[src/rtl/lcd_pkg.sv]
// Shared definitions for the RGB LCD path: strap codes, panel IDs, the
// per-panel timing table and the bring-up FSM states.
package lcd_pkg;

  localparam int TW = 11;

  localparam logic [2:0] STRAP_480X272   = 3'b000;
  localparam logic [2:0] STRAP_800X480_A = 3'b001;
  localparam logic [2:0] STRAP_1024X600  = 3'b010;
  localparam logic [2:0] STRAP_800X480_B = 3'b100;
  localparam logic [2:0] STRAP_1280X800  = 3'b101;

  localparam logic [15:0] LCD_ID_4342 = 16'h4342;
  localparam logic [15:0] LCD_ID_7084 = 16'h7084;
  localparam logic [15:0] LCD_ID_7016 = 16'h7016;
  localparam logic [15:0] LCD_ID_4384 = 16'h4384;
  localparam logic [15:0] LCD_ID_1018 = 16'h1018;

  typedef enum logic [2:0] {
    ST_WAIT,
    ST_SAMPLE,
    ST_LOCK,
    ST_RUN,
    ST_ERR
  } id_state_t;

  typedef logic [1:0] tim_idx_t;

  typedef struct packed {
    logic [2:0]    ratio;
    logic [TW-1:0] h_sync;
    logic [TW-1:0] h_bp;
    logic [TW-1:0] h_act;
    logic [TW-1:0] h_fp;
    logic [TW-1:0] h_tot;
    logic [TW-1:0] v_sync;
    logic [TW-1:0] v_bp;
    logic [TW-1:0] v_act;
    logic [TW-1:0] v_fp;
    logic [TW-1:0] v_tot;
  } timing_t;

  typedef struct packed {
    logic        ok;
    tim_idx_t    idx;
    logic [15:0] id;
  } decode_t;

  function automatic timing_t make_timing(input int ratio,
                                          input int hs, input int hb, input int ha, input int hf,
                                          input int vs, input int vb, input int va, input int vf);
    timing_t t;
    t.ratio  = 3'(ratio);
    t.h_sync = TW'(hs);
    t.h_bp   = TW'(hb);
    t.h_act  = TW'(ha);
    t.h_fp   = TW'(hf);
    t.h_tot  = TW'(hs + hb + ha + hf);
    t.v_sync = TW'(vs);
    t.v_bp   = TW'(vb);
    t.v_act  = TW'(va);
    t.v_fp   = TW'(vf);
    t.v_tot  = TW'(vs + vb + va + vf);
    return t;
  endfunction

  localparam timing_t TIM_480X272  = make_timing(4, 41, 2, 480, 2, 10, 2, 272, 2);
  localparam timing_t TIM_800X480  = make_timing(2, 128, 88, 800, 40, 2, 33, 480, 10);
  localparam timing_t TIM_1024X600 = make_timing(1, 20, 140, 1024, 160, 3, 20, 600, 12);
  localparam timing_t TIM_1280X800 = make_timing(1, 10, 80, 1280, 70, 3, 10, 800, 10);

  function automatic timing_t timing_lookup(input tim_idx_t idx);
    case (idx)
      2'd0:    return TIM_480X272;
      2'd1:    return TIM_800X480;
      2'd2:    return TIM_1024X600;
      default: return TIM_1280X800;
    endcase
  endfunction

  // Both 800x480 strap codes share one timing set but report distinct IDs.
  function automatic decode_t decode_strap(input logic [2:0] code);
    decode_t d;
    d = '0;
    case (code)
      STRAP_480X272:   d = '{ok: 1'b1, idx: 2'd0, id: LCD_ID_4342};
      STRAP_800X480_A: d = '{ok: 1'b1, idx: 2'd1, id: LCD_ID_7084};
      STRAP_1024X600:  d = '{ok: 1'b1, idx: 2'd2, id: LCD_ID_7016};
      STRAP_800X480_B: d = '{ok: 1'b1, idx: 2'd1, id: LCD_ID_4384};
      STRAP_1280X800:  d = '{ok: 1'b1, idx: 2'd3, id: LCD_ID_1018};
      default:         d = '0;
    endcase
    return d;
  endfunction

  function automatic logic [23:0] bar_color(input logic [2:0] bar);
    case (bar)
      3'd0:    return 24'hFFFFFF;
      3'd1:    return 24'hFFFF00;
      3'd2:    return 24'h00FFFF;
      3'd3:    return 24'h00FF00;
      3'd4:    return 24'hFF00FF;
      3'd5:    return 24'hFF0000;
      3'd6:    return 24'h0000FF;
      default: return 24'h000000;
    endcase
  endfunction

endpackage

[src/rtl/lcd_id_detect.sv]
// Panel ID bring-up: waits for straps to settle, debounces them, then locks
// the decoded ID (or flags an unsupported code) until the next reset.
module lcd_id_detect
  import lcd_pkg::*;
#(
  parameter int STRAP_SETTLE = 1000,
  parameter int STABLE_CNT   = 16
) (
  input  logic        clk,
  input  logic        rst_n,
  input  logic [2:0]  id_pins,
  output logic [15:0] lcd_id,
  output logic        id_valid,
  output logic        id_err,
  output tim_idx_t    tim_idx,
  output logic        lock_ok
);

  localparam int SETW = $clog2(STRAP_SETTLE + 1);
  localparam int STW  = $clog2(STABLE_CNT + 1);

  id_state_t   state, state_n;
  logic [SETW-1:0] settle_cnt, settle_n;
  logic [STW-1:0]  stab_cnt, stab_n;
  logic [2:0]  prev, prev_n;
  logic [15:0] id_n;
  logic        valid_n, err_n;
  tim_idx_t    idx_n;
  decode_t     dec;

  always_ff @(posedge clk) begin
    if (!rst_n) begin
      state      <= ST_WAIT;
      settle_cnt <= '0;
      stab_cnt   <= '0;
      prev       <= '0;
      lcd_id     <= '0;
      id_valid   <= 1'b0;
      id_err     <= 1'b0;
      tim_idx    <= '0;
    end else begin
      state      <= state_n;
      settle_cnt <= settle_n;
      stab_cnt   <= stab_n;
      prev       <= prev_n;
      lcd_id     <= id_n;
      id_valid   <= valid_n;
      id_err     <= err_n;
      tim_idx    <= idx_n;
    end
  end

  // A zero stability count marks the first sample, which always starts a new run.
  always_comb begin
    state_n  = state;
    settle_n = settle_cnt;
    stab_n   = stab_cnt;
    prev_n   = prev;
    id_n     = lcd_id;
    valid_n  = id_valid;
    err_n    = id_err;
    idx_n    = tim_idx;
    lock_ok  = 1'b0;
    dec      = decode_strap(prev);
    case (state)
      ST_WAIT: begin
        if (settle_cnt == SETW'(STRAP_SETTLE - 1)) begin
          state_n = ST_SAMPLE;
          stab_n  = '0;
        end else begin
          settle_n = settle_cnt + SETW'(1);
        end
      end
      ST_SAMPLE: begin
        prev_n = id_pins;
        if (stab_cnt == '0 || id_pins != prev) stab_n = STW'(1);
        else                                    stab_n = stab_cnt + STW'(1);
        if (stab_n == STW'(STABLE_CNT)) state_n = ST_LOCK;
      end
      ST_LOCK: begin
        if (dec.ok) begin
          id_n    = dec.id;
          valid_n = 1'b1;
          idx_n   = dec.idx;
          lock_ok = 1'b1;
          state_n = ST_RUN;
        end else begin
          id_n    = '0;
          err_n   = 1'b1;
          state_n = ST_ERR;
        end
      end
      ST_RUN, ST_ERR: begin
      end
      default: state_n = ST_WAIT;
    endcase
  end

endmodule

[src/rtl/lcd_timing_ctrl.sv]
// Panel bring-up plus raster generator (pixel enable, syncs, DE, coordinates).
// Define LCD_TEST_PATTERN_EN to add the 8-bar colour test pattern on test_rgb.
module lcd_timing_ctrl
  import lcd_pkg::*;
#(
  parameter int STRAP_SETTLE = 1000,
  parameter int STABLE_CNT   = 16,
  parameter int CW           = 11
) (
  input  logic          clk,
  input  logic          rst_n,
  input  logic [2:0]    id_pins,
  output logic [15:0]   lcd_id,
  output logic          id_valid,
  output logic          id_err,
  output logic          pix_en,
  output logic          lcd_de,
  output logic          lcd_hs,
  output logic          lcd_vs,
  output logic [CW-1:0] pix_x,
  output logic [CW-1:0] pix_y,
  output logic          frame_start
`ifdef LCD_TEST_PATTERN_EN
  ,
  output logic [23:0]   test_rgb
`endif
);

  tim_idx_t      tim_idx;
  logic          lock_ok;
  timing_t       tim;
  logic [2:0]    phase, phase_n;
  logic [CW-1:0] h_cnt, v_cnt;
  logic [CW-1:0] h_sync, v_sync, h_start, v_start, h_end, v_end, h_tot, v_tot;
  logic [CW-1:0] x_off, y_off;
  logic          h_last, v_last, de_c;
  logic          unused_fp;

  lcd_id_detect #(
    .STRAP_SETTLE (STRAP_SETTLE),
    .STABLE_CNT   (STABLE_CNT)
  ) u_id_detect (
    .clk      (clk),
    .rst_n    (rst_n),
    .id_pins  (id_pins),
    .lcd_id   (lcd_id),
    .id_valid (id_valid),
    .id_err   (id_err),
    .tim_idx  (tim_idx),
    .lock_ok  (lock_ok)
  );

  assign tim     = timing_lookup(tim_idx);
  assign h_sync  = CW'(tim.h_sync);
  assign v_sync  = CW'(tim.v_sync);
  assign h_start = CW'(tim.h_sync + tim.h_bp);
  assign v_start = CW'(tim.v_sync + tim.v_bp);
  assign h_end   = h_start + CW'(tim.h_act);
  assign v_end   = v_start + CW'(tim.v_act);
  assign h_tot   = CW'(tim.h_tot);
  assign v_tot   = CW'(tim.v_tot);
  // Front porches are already folded into the totals.
  assign unused_fp = ^{tim.h_fp, tim.v_fp};

  assign phase_n = (phase == tim.ratio - 3'd1) ? 3'd0 : phase + 3'd1;
  assign h_last  = (h_cnt == h_tot - CW'(1));
  assign v_last  = (v_cnt == v_tot - CW'(1));
  assign de_c    = (h_cnt >= h_start) && (h_cnt < h_end) &&
                   (v_cnt >= v_start) && (v_cnt < v_end);
  assign x_off   = h_cnt - h_start;
  assign y_off   = v_cnt - v_start;

  // The lock cycle primes the prescaler so the first RUN cycle carries pix_en.
  always_ff @(posedge clk) begin
    if (!rst_n) begin
      phase       <= 3'd0;
      pix_en      <= 1'b0;
      h_cnt       <= '0;
      v_cnt       <= '0;
      lcd_de      <= 1'b0;
      lcd_hs      <= 1'b1;
      lcd_vs      <= 1'b1;
      pix_x       <= '0;
      pix_y       <= '0;
      frame_start <= 1'b0;
    end else if (lock_ok) begin
      phase  <= 3'd0;
      pix_en <= 1'b1;
    end else if (id_valid) begin
      phase       <= phase_n;
      pix_en      <= (phase_n == 3'd0);
      frame_start <= pix_en && (h_cnt == '0) && (v_cnt == '0);
      if (pix_en) begin
        h_cnt <= h_last ? '0 : h_cnt + CW'(1);
        if (h_last) v_cnt <= v_last ? '0 : v_cnt + CW'(1);
        lcd_hs <= (h_cnt >= h_sync);
        lcd_vs <= (v_cnt >= v_sync);
        lcd_de <= de_c;
        pix_x  <= de_c ? x_off : '0;
        pix_y  <= de_c ? y_off : '0;
      end
    end
  end

`ifdef LCD_TEST_PATTERN_EN
  logic [CW-1:0] bar_w;
  logic [2:0]    bar_idx;

  assign bar_w = CW'(tim.h_act >> 3);

  // Bar index from running multiples of the bar width instead of a divider.
  always_comb begin
    logic [CW-1:0] thr;
    bar_idx = 3'd0;
    thr     = bar_w;
    for (int k = 1; k < 8; k++) begin
      if (x_off >= thr) bar_idx = 3'(k);
      thr = thr + bar_w;
    end
  end

  always_ff @(posedge clk) begin
    if (!rst_n) begin
      test_rgb <= '0;
    end else if (id_valid && pix_en) begin
      test_rgb <= de_c ? bar_color(bar_idx) : 24'h000000;
    end
  end
`endif

endmodule

[config.mk]
export PLATFORM = sky130hd
export DESIGN_NAME = lcd_timing_ctrl
export DESIGN_NICKNAME = d
export VERILOG_FILES = /design/src/rtl/lcd_pkg.sv /design/src/rtl/lcd_id_detect.sv /design/src/rtl/lcd_timing_ctrl.sv
export SDC_FILE = /design/constraint.sdc
export NUM_CORES = 1
export LEC_CHECK = 0
export ABC_AREA = 1
export CORE_UTILIZATION = 30
export CTS_CLUSTER_DIAMETER = 200
export CTS_CLUSTER_SIZE = 40
export DETAILED_ROUTE_END_ITERATION = 16
export PLACE_DENSITY = 0.52
export SKIP_CTS_REPAIR_TIMING = 1
export SYNTH_ARGS = -nofsm -noshare
export SYNTH_HDL_FRONTEND = slang
export SYNTH_SLANG_ARGS = --single-unit
[constraint.sdc]
create_clock -name clk -period 2.84 [get_ports clk]
set_input_delay 0.71 -clock clk [delete_from_list [all_inputs] [get_ports clk]]
set_output_delay 0.71 -clock clk [all_outputs]
set_load 0.01 [all_outputs]
# == Word-level counts from Yosys, hierarchy flattened ==
# Index checks and enable logic that the tools add are counted.
# word_totals
ff_bits,93
output_inout_bits,45
# classes
n_addsub,14
magnitude_cmp,6
eq_ne,18
mux,20
bitwise_logic,5
n_reduce_logical,25
# op_table
operator,count
113-bit case mux with 3 select lines,1
19-bit case mux with 5 select lines,1
11-bit adder,4
11-bit >= comparator,4
11-bit two-way mux,4
11-bit by 1-bit adder with 11-bit output (second input constant),2
11-bit equality test,2
11-bit zero test,2
11-bit < comparator,2
11-bit by 1-bit subtractor with 11-bit output (second input constant),2
11-bit subtractor,2
16-bit two-way mux,1
5-bit two-way mux,3
3-bit two-way mux,4
3-bit case mux with 4 select lines,1
10-bit by 1-bit adder with 10-bit output (second input constant),1
10-bit equality test (second input constant),1
5-bit case mux with 2 select lines,1
2-bit AND reduction,5
3-bit by 2-bit equality test with 1-bit output (second input constant),3
3-bit equality test (second input constant),3
3-bit zero test,3
3-bit by 1-bit equality test with 1-bit output (second input constant),2
3-bit AND reduction,2
18 further kinds,32

# == Logic depth before layout (Yosys ltp) ==
# Gate-level depths: netlist of run 1.
# depth
ltp_word,9
ltp_mapped,23
ltp_nobuf,21

# == Modules after synthesis ==
# Synthesis of run 1 repeated with hierarchy kept, for this count alone.
# hier_totals
hier_cells,928
hier_area_um2,6311.1
# by_module_without_submodules
module,n_inst,cells_per_inst,area_each_um2,seq_area_each_um2
lcd_timing_ctrl,1,677,4530.6,1041.0
lcd_id_detect,1,251,1780.5,700.7

# == Worst setup path before layout of run 1 ==
# OpenSTA, ideal clock, no wires.
# synth_path
kind,register -> register
start,reg u_id_detect.tim_idx[0]
end,reg pix_x[3]
setup_time_ns,0.070
arrival_time_ns,2.959
path_slack_ns,-0.190
stages_incl_launch_ff,23
path_buffers,2
cell_sequence,dfxtp_1 -> inv_1 -> ha_1 -> clkbuf_2 -> inv_1 -> ha_1 -> nand2_1 -> nand2_1 -> o21ai_0 -> nand2_1 -> o21ai_0 -> a21oi_1 -> xor2_1 -> ha_1 -> a21o_1 -> nor2_1 -> nand2_1 -> nor2_2 -> nand3_2 -> nor2_4 -> buf_6 -> nand3_1 -> a21oi_1
# synth_between
elab_chain_cells,9
elab_cells_between_ends,17
cone_classes,add/sub (5); order compare (4); eq/ne (2); mux (2); reduce/logical (4)
# synth_lines
item,line_no,text
from (decl),lcd_id_detect.sv:15,"output tim_idx_t tim_idx,"
from (signal assigned),lcd_id_detect.sv:49,tim_idx <= idx_n;
2-bit equality test (tied with other cells),lcd_pkg.sv:73,case (idx)
113-bit case mux with 3 select lines (*),lcd_pkg.sv:73,
11-bit adder,lcd_timing_ctrl.sv:56,assign h_start = CW'(tim.h_sync + tim.h_bp);
11-bit adder,lcd_timing_ctrl.sv:58,assign h_end = h_start + CW'(tim.h_act);
11-bit < comparator,lcd_timing_ctrl.sv:68,assign de_c = (h_cnt >= h_start) && (h_cnt < h_end) &&
1-bit logical AND (2 in a row),lcd_timing_ctrl.sv:68,
1-bit logical AND,lcd_timing_ctrl.sv:69,(v_cnt >= v_start) && (v_cnt < v_end);
11-bit two-way mux (*),lcd_timing_ctrl.sv:99,pix_x <= de_c ? x_off : '0;
to (signal assigned),lcd_timing_ctrl.sv:99,
to (decl),lcd_timing_ctrl.sv:20,"output logic [CW-1:0] pix_x,"
# Every way passes the cells marked *; elsewhere a longest branch is shown, timed or not.
# A chain may end at the register's enable or synchronous reset.

# == Final worst setup path of run 1 ==
# layout_path
start,reg u_id_detect.tim_idx[1]
end,reg pix_y[3]
# layout_between
elab_chain_cells,9
elab_cells_between_ends,17
cone_classes,add/sub (5); order compare (4); eq/ne (2); mux (2); reduce/logical (4)
# layout_lines
item,line_no,text
2-bit equality test (tied with other cells),lcd_pkg.sv:73,
113-bit case mux with 3 select lines (*),lcd_pkg.sv:73,
11-bit adder,lcd_timing_ctrl.sv:56,
11-bit adder,lcd_timing_ctrl.sv:58,
11-bit < comparator,lcd_timing_ctrl.sv:68,
1-bit logical AND (2 in a row),lcd_timing_ctrl.sv:68,
1-bit logical AND,lcd_timing_ctrl.sv:69,
11-bit two-way mux (*),lcd_timing_ctrl.sv:100,pix_y <= de_c ? y_off : '0;
to (signal assigned),lcd_timing_ctrl.sv:100,
to (decl),lcd_timing_ctrl.sv:21,"output logic [CW-1:0] pix_y,"
# Marks and branches as above.

==> reports/results.md, run 1 <==
| Stage | Item | Value |
| --- | --- | --- |
| critical path | Worst Reg-to-Reg Cells | 21 |
| critical path | Type of element capturing the critical path | register |
| synth | Sequential cell area fraction in the yosys report | 28.4% |
| finish | Signed area change from the synthesized netlist to the final layout | 21.6% |
| sta | Period utilisation layout | 105% |
| detailed routing | Starting DRT DRC Count | 296 |
| finish | Commonest cells after routing, fill and taps aside | nand2_1 (201), inv_1 (87), a21oi_1 (86), nor2_1 (86), dfxtp_1 (85) |
| floorplan | Die area | 21,000 um2 |
| critical path | CP startpoint kind | register |
| detailed routing | Via count of the routed design | 5,840 |
| detailed routing | Number of iterations in the first detailed-routing pass | 5 |
| job | Max Cap Violations | 0 |
| pwr | Power per Cell Area | 358 nW/um2 |
| synth | FFs w/ async S/R, synth | 0% |
| placed design | Weighted congestion at the end of routability-driven global placement | 0.862 |
| pwr | Post-route total power | 0.00267 W |
| critical path | Family with the most delay on the worst path | simple AND/OR/NAND/NOR gates |
| synth | Post-Syn Area | 6130 um2 |
| detailed routing | Routed len/inst | 14.2 um |
| critical path | Largest stage delay on the critical path | 0.32 ns |
| finish | Final-stage net count | 1,021 |
| finish | Fraction of final layout cells sized beyond drive strength 1 | 10.9% |
| synth | Count of flip-flops with a built-in enable after synthesis | 0 |
| hold path | Hold-critical path depth | 2 |
| hold path | Type of the most critical hold path | register to register |
| floorplan | Die Ht | 145 um |
| clock tree | Worst-path clk slew | 0.07 ns |
| pwr | Standby leakage power | 3.13 nW |
| global routing | Global route total overflow | 0 |
| global routing | First-pass GRT wire length | 28,500 um |
| clock tree | Number of sinks driven by the clock tree | 87 |
| sta | Min cycle time layout | 2.98 ns |
| sta | Fin Clk Skew | 0.0117 ns |
| floorplan | Std-Cell Core Area | 19,700 um2 |
| sta | Least-Margin Pin Slew | 0.558 ns |
| placed design | Instance area after placement | 6990 um2 |
| critical path | Bufs and invs on worst path | 3 |
| clock tree | Insertion delay to the later sink of the worst-skew pair | 0.35 ns |
| placed design | Port bufs | 44 |
| sta | Final number of setup-violating endpoints | 23 |
| synth | Cells after synthesis | 894 |
| synth | Number of synthesized register bits | 87 |
| global routing | Antenna violations before repair | 0 |
| critical path | Levels on crit path | 21 |
| placed design | Worst slack after detailed placement | -0.0589 ns |
| run status | Violations in the final reports | negative setup slack |
| sta | RSZ-0062 raised after global routing | true |
| floorplan | I/O pin total | 50 |
| run status | Result of the run | finished with violations |
| sta | Worst slack on hold paths | 0.463 ns |
| critical path | Cell Chain, Critical Path | inv_2 > ha_4 > inv_4 > ha_4 > nand2_4 > nand2_2 > o21ai_2 > nand2_1 > o21ai_1 > a21oi_1 > xor2_1 > ha_1 > a21o_1 > nor2_1 > nand2_1 > nor2_2 > nand3_2 > nor2_4 > clkbuf_16 > nand3_2 > a21oi_2 |
| floorplan | Starting utilization of the core area | 31.1% |
| global routing | Total track usage | 16.8% |
| finish | Most common library cell in the layout ignoring fill and taps | nand2_1 |
| synth | Count of cell types in the netlist | 45 |
| sta | Worst-case headroom to the max-slew limit | 62.5% |
| global routing | Vias in the first global route | 5,462 |
| detailed routing | Count of unresolved DRC violations after routing | 0 |
| detailed routing | Post-detailed-routing wire length | 17,400 um |
| clock tree | CTS Buf Count | 9 |
| clock tree | Buffer cell driving the clock tree root | clkbuf_16 |
| pwr | IR Drop Worst-Case VDD | 0.266 mV |
| critical path | Classification of the worst setup path | register to register |
| finish | Final design instance area without fill | 7450 um2 |
| floorplan | Die width | 145 um |
| synth | Main flop type after synthesis | dfxtp_1 |
| finish | N_diodes | 0 |
| clock tree | CTS tree | done |
| placed design | Detailed-placement wirelength estimate | 13,000 um |
| sta | Peak clock frequency supported by timing | 0.336 GHz |
| sta | Hold violation total from the final report | 0 |
| global routing | Largest net degree at the start of global routing | 48 |
| detailed routing | Via density | 4.76 |
| synth | Count of synthesis-stage warnings from yosys | 0 |
| critical path | Worst Path Max Fanout | 6 |
| finish | Layout Utilization | 37.8% |
| sta | Minimum setup slack in the final design | -0.139 ns |
| critical path | Req. time, crit path | 3.13 ns |
| clock tree | Maximum number of buffers from clock root to sink | 2 |
| synth | Syn avg cell area | 6.86 um2 |
| finish | Filler cell count in the final layout | 2,114 |
| sta | Final count of pins violating max slew | 0 |
| critical path | Arr. time, crit path | 3.27 ns |
| critical path | Critical Path Slowest Stage Cell | dfxtp_2 |
| floorplan | Rows | 51 |
| detailed routing | Count of nets left with antenna violations after detail routing | 0 |
| clock tree | Maximum level of the CTS H-tree | 3 |
synthesized netlist by cell type (4+ instances only):
master / instances / area share, %
a21oi_1: 91 / 7.4
buf_4: 9 / 1.1
buf_6: 4 / 0.73
clkbuf_1: 10 / 0.61
dfxtp_1: 87 / 28
ha_1: 58 / 12
inv_1: 91 / 5.6
inv_2: 7 / 0.43
nand2_1: 203 / 12
nand2_2: 5 / 0.51
nand3_1: 75 / 6.1
nand3_2: 5 / 0.82
nand3b_1: 4 / 0.49
nand4_1: 20 / 2.0
nor2_1: 86 / 5.3
nor2_2: 7 / 0.71
nor3_1: 18 / 1.5
o21a_1: 4 / 0.49
o21ai_0: 29 / 2.4
xnor2_1: 11 / 1.6
xor2_1: 29 / 4.1
state kept, by name, summed over array words and instances, names as in the netlist, 2 cells and up:
register / count
u_id_detect.stab_cnt: 5
u_id_detect.settle_cnt: 10
u_id_detect.prev: 3
h_cnt: 11
pix_y: 11
u_id_detect.lcd_id: 10
v_cnt: 11
phase: 3
pix_x: 11
u_id_detect.state: 3
u_id_detect.tim_idx: 2
layout make-up:
type	count	area [um2]	area share, %
Clock buffer	10	229	3.07
Clock inverter	6	73.8	0.991
Inverter	98	373	5.00
Multi-Input combinational cell	684	3960	53.1
Sequential cell	87	1740	23.4
Tap cell	265	332	4.45
Timing Repair Buffer	76	744	9.99
path summary, 6_finish.rpt:
check	start	to	slack (ns)
max	u_id_detect.tim_idx[1]	pix_y[3]	-0.14
min reg2reg	lcd_de	lcd_de	0.46
min	lcd_de	lcd_de	0.46
max reg2reg	u_id_detect.tim_idx[1]	pix_y[3]	-0.14
cell families (layout without fill, tap and decap cells):
logic type,Yosys count,in the layout,share of synthesized area (%)
AO/OA/AOI/OAI,138,138,12.0
adder cells (fa/ha/maj),60,60,12.5
AND/OR/NAND/NOR,441,441,32.4
buffers and inverters,127,190,8.90
other,1,5,0.0612
flip-flops,87,87,28.4
XOR/XNOR,40,40,5.71
layer usage:
layer	global-route usage [%]	part of all wire, %	up-vias
met1	22.9	50	2626
met5	0	0	-
met2	27.0	44	126
met4	5.00	1.6	0
li1	-	-	3068
met3	2.92	4.0	20
where the power goes:
group	leakage, nW	internal [W]	switching (W)	total (W)
Combinational	2.28	0.0000507	0.000113	0.000164
Sequential	0.702	0.00124	0.0000223	0.00126
Clock	0.142	0.000695	0.000549	0.00124
stage by stage:
stage	instances	TNS, ns
after floorplan	898	0
after global placement	1206	-0.00161
after detailed placement	1206	-0.817
after CTS	1222	-1.59
after global routing	1226	-8.62
final	1226	-2.31
worst min-delay path, stage by stage, from the launching register on:
cell and delay, ns:
dfxtp_1 0.31, nand2_1 0.06, a21oi_1 0.05
Note: power is estimated with default switching activity, not from simulation.
==> run 2: changes to the inputs <==
- GPL_TIMING_DRIVEN: default -> 0
==> reports/results.md, run 2 (synthesis results as in run 1) <==
| Stage | Item | Value | Change |
| --- | --- | --- | --- |
| finish | Final design instance area without fill | 7510 um2 | +0.81% |
| global routing | Largest net degree at the start of global routing | 17 | -65% |
| global routing | Vias in the first global route | 5,368 | -1.7% |
| floorplan | Std-Cell Core Area | 19,700 um2 | unchanged |
| sta | Worst slack on hold paths | 0.463 ns | +0.000137 ns |
| run status | Result of the run | finished with violations |  |
| clock tree | Number of sinks driven by the clock tree | 87 | unchanged |
| sta | Minimum setup slack in the final design | -0.392 ns | -0.253 ns |
| global routing | Total track usage | 17.3% | +0.51 points |
| sta | RSZ-0062 raised after global routing | true |  |
| clock tree | Insertion delay to the later sink of the worst-skew pair | 0.35 ns | about the same |
| finish | Fraction of final layout cells sized beyond drive strength 1 | 12.2% | +1.3 points |
| finish | Final-stage net count | 1,028 | +0.69% |
| finish | Filler cell count in the final layout | 2,132 | +0.85% |
| sta | Peak clock frequency supported by timing | 0.309 GHz | -7.8% |
| floorplan | Die Ht | 145 um | unchanged |
| finish | Sequential cell area in the final layout | 1750 um2 | +0.29% |
| detailed routing | Via count of the routed design | 5,881 | +0.70% |
| sta | Fin Clk Skew | 0.00793 ns | -0.00377 ns |
| sta | Least-Margin Pin Slew | 0.802 ns | +0.244 ns |
| floorplan | Die width | 145 um | unchanged |
| detailed routing | Number of iterations in the first detailed-routing pass | 5 | unchanged |
| clock tree | CTS tree | done |  |
| critical path | Startpoint of the worst register-to-register path | u_id_detect.tim_idx[0] |  |
| finish | Multi-input combinational cell area | 4040 um2 | +2.0% |
| critical path | Setup crit start | u_id_detect.tim_idx[0] |  |
| detailed routing | Count of nets left with antenna violations after detail routing | 0 | unchanged |
| clock tree | CTS Buf Count | 9 | unchanged |
| critical path | End of the worst register-to-register path | pix_x[6] |  |
| finish | Most common library cell in the layout ignoring fill and taps | nand2_1 |  |
| placed design | Weighted congestion at the end of routability-driven global placement | 0.915 | +6.1% |
| sta | Final count of pins violating max slew | 0 | unchanged |
| sta | Setup tns final | -8.17 ns | -5.86 ns |
| critical path | Req. time, crit path | 3.13 ns | about the same |
| clock tree | Worst-path clk slew | 0.07 ns | about the same |
| detailed routing | Routed len/inst | 14.6 um | +3.3% |
| global routing | First-pass GRT wire length | 28,800 um | +1.1% |
| pwr | Power per Cell Area | 358 nW/um2 | -0.13% |
| clock tree | Maximum number of buffers from clock root to sink | 2 | unchanged |
| floorplan | Die area | 21,000 um2 | unchanged |
| global routing | Global route total overflow | 0 | unchanged |
| critical path | CP startpoint kind | register |  |
| critical path | Worst Reg-to-Reg Cells | 18 | -14% |
| detailed routing | Post-detailed-routing wire length | 18,100 um | +3.9% |
| clock tree | Maximum level of the CTS H-tree | 3 | unchanged |
| finish | Commonest cells after routing, fill and taps aside | nand2_1 (200), inv_1 (87), nor2_1 (86) |  |
| clock tree | Buffer cell driving the clock tree root | clkbuf_16 |  |
| floorplan | Rows | 51 | unchanged |
| pwr | Post-route total power | 0.00269 W | +0.67% |
| critical path | Worst Setup EP | pix_x[6] |  |
| placed design | Instance area after placement | 6930 um2 | -0.84% |
| critical path | Flop-to-flop setup slack | -0.39 ns | -0.25 ns |
| detailed routing | Via density | 4.77 | +0.13% |
| critical path | Type of element capturing the critical path | register |  |
| critical path | Classification of the worst setup path | register to register |  |
| pwr | Standby leakage power | 3.11 nW | -0.71% |
| placed design | Port bufs | 43 | -2.3% |
| sta | Period utilisation layout | 114% | +8.9 points |
| critical path | Worst Path Max Fanout | 6 | unchanged |
| placed design | Detailed-placement wirelength estimate | 13,700 um | +5.2% |
| detailed routing | Starting DRT DRC Count | 407 | +38% |
| sta | Final number of setup-violating endpoints | 23 | unchanged |
| floorplan | Starting utilization of the core area | 31.1% | unchanged |
| job | Max Cap Violations | 0 | unchanged |
| detailed routing | Count of unresolved DRC violations after routing | 0 | unchanged |
| sta | Worst-case headroom to the max-slew limit | 46.5% | -16 points |
| pwr | IR Drop Worst-Case VDD | 0.264 mV | -0.65% |
| finish | Signed area change from the synthesized netlist to the final layout | 22.5% |  |
| global routing | Antenna violations before repair | 0 | unchanged |
| sta | Hold violation total from the final report | 0 | unchanged |
| sta | Min cycle time layout | 3.23 ns | +0.253 ns |
| hold path | Type of the most critical hold path | register to register |  |
| floorplan | I/O pin total | 50 | unchanged |
| run status | Violations in the final reports | negative setup slack |  |
| critical path | Arr. time, crit path | 3.52 ns | +0.25 ns |
| finish | N_diodes | 0 | unchanged |
## run 2: cell types whose count changed in the layout (fill, tap and decap cells not counted), sizes merged
cell	previous run	this run
clkinvlp	2	1
clkdlybuf4s50	44	43
clkinv	0	1
clkbuf	12	20
## run 2: layer usage
| layer | routed length [um] | track usage, % | share of wire [%] |
|---|---|---|---|
| met1 | 8720 | 23.7 | 48 |
| met2 | 8050 | 27.3 | 45 |
| met3 | 947 | 2.92 | 5.2 |
| met4 | 340 | 6.01 | 1.9 |
| met5 | 0 | 0 | 0 |
## run 2: layout make-up
| cell class | instances | share of cell area [%] |
|---|---|---|
| clock buffers | 10 | 3.05 |
| flip-flops and latches | 87 | 23.3 |
| multi-input cells | 684 | 53.7 |
| repair buffers | 55 | 7.08 |
| clock inverters | 6 | 0.999 |
| well taps | 265 | 4.41 |
| inverters | 98 | 5.16 |
| plain buffers | 28 | 2.30 |
## run 2: worst min path at each step
stage	start	to	cells past startpoint
floorplan	u_id_detect.settle_cnt[8]	u_id_detect.settle_cnt[8]	2
global placement	pix_y[4]	pix_y[4]	2
detailed placement	u_id_detect.lcd_id[3]	u_id_detect.lcd_id[3]	2
CTS	pix_y[2]	pix_y[2]	2
global route	pix_y[1]	pix_y[1]	2
finish	u_id_detect.lcd_id[3]	u_id_detect.lcd_id[3]	2
## run 2: metrics by stage
stage / worst slack (ns) / utilization (%) / instances
after floorplan: 0.00135 / - / 898
after global placement: -0.920 / 35.2 / 1206
after detailed placement: -0.885 / 35.2 / 1206
after CTS: -0.920 / 36.7 / 1222
after global routing: -0.509 / 38.1 / 1233
final: -0.392 / 38.1 / 1233
## run 2: worst max-delay path, stage by stage (launching register included)
cell	delay (ns)
dfxtp_4	0.41
clkinv_8	0.09
ha_2	0.24
inv_2	0.16
nand2_1	0.09
nand2_2	0.10
o21ai_1	0.07
a21oi_1	0.18
xor2_1	0.30
ha_1	0.30
a21o_1	0.19
nor2_1	0.11
nand2_1	0.08
nor2_2	0.16
nand3_2	0.10
nor2_4	0.19
buf_6	0.17
nand3_2	0.09
a21oi_2	0.13
## run 2: power breakdown
group / switching [W] / internal [W] / total, W
Clock: 0.000557 / 0.000699 / 0.00126
Combinational: 0.000119 / 0.0000526 / 0.000172
Sequential: 0.0000218 / 0.00124 / 0.00126
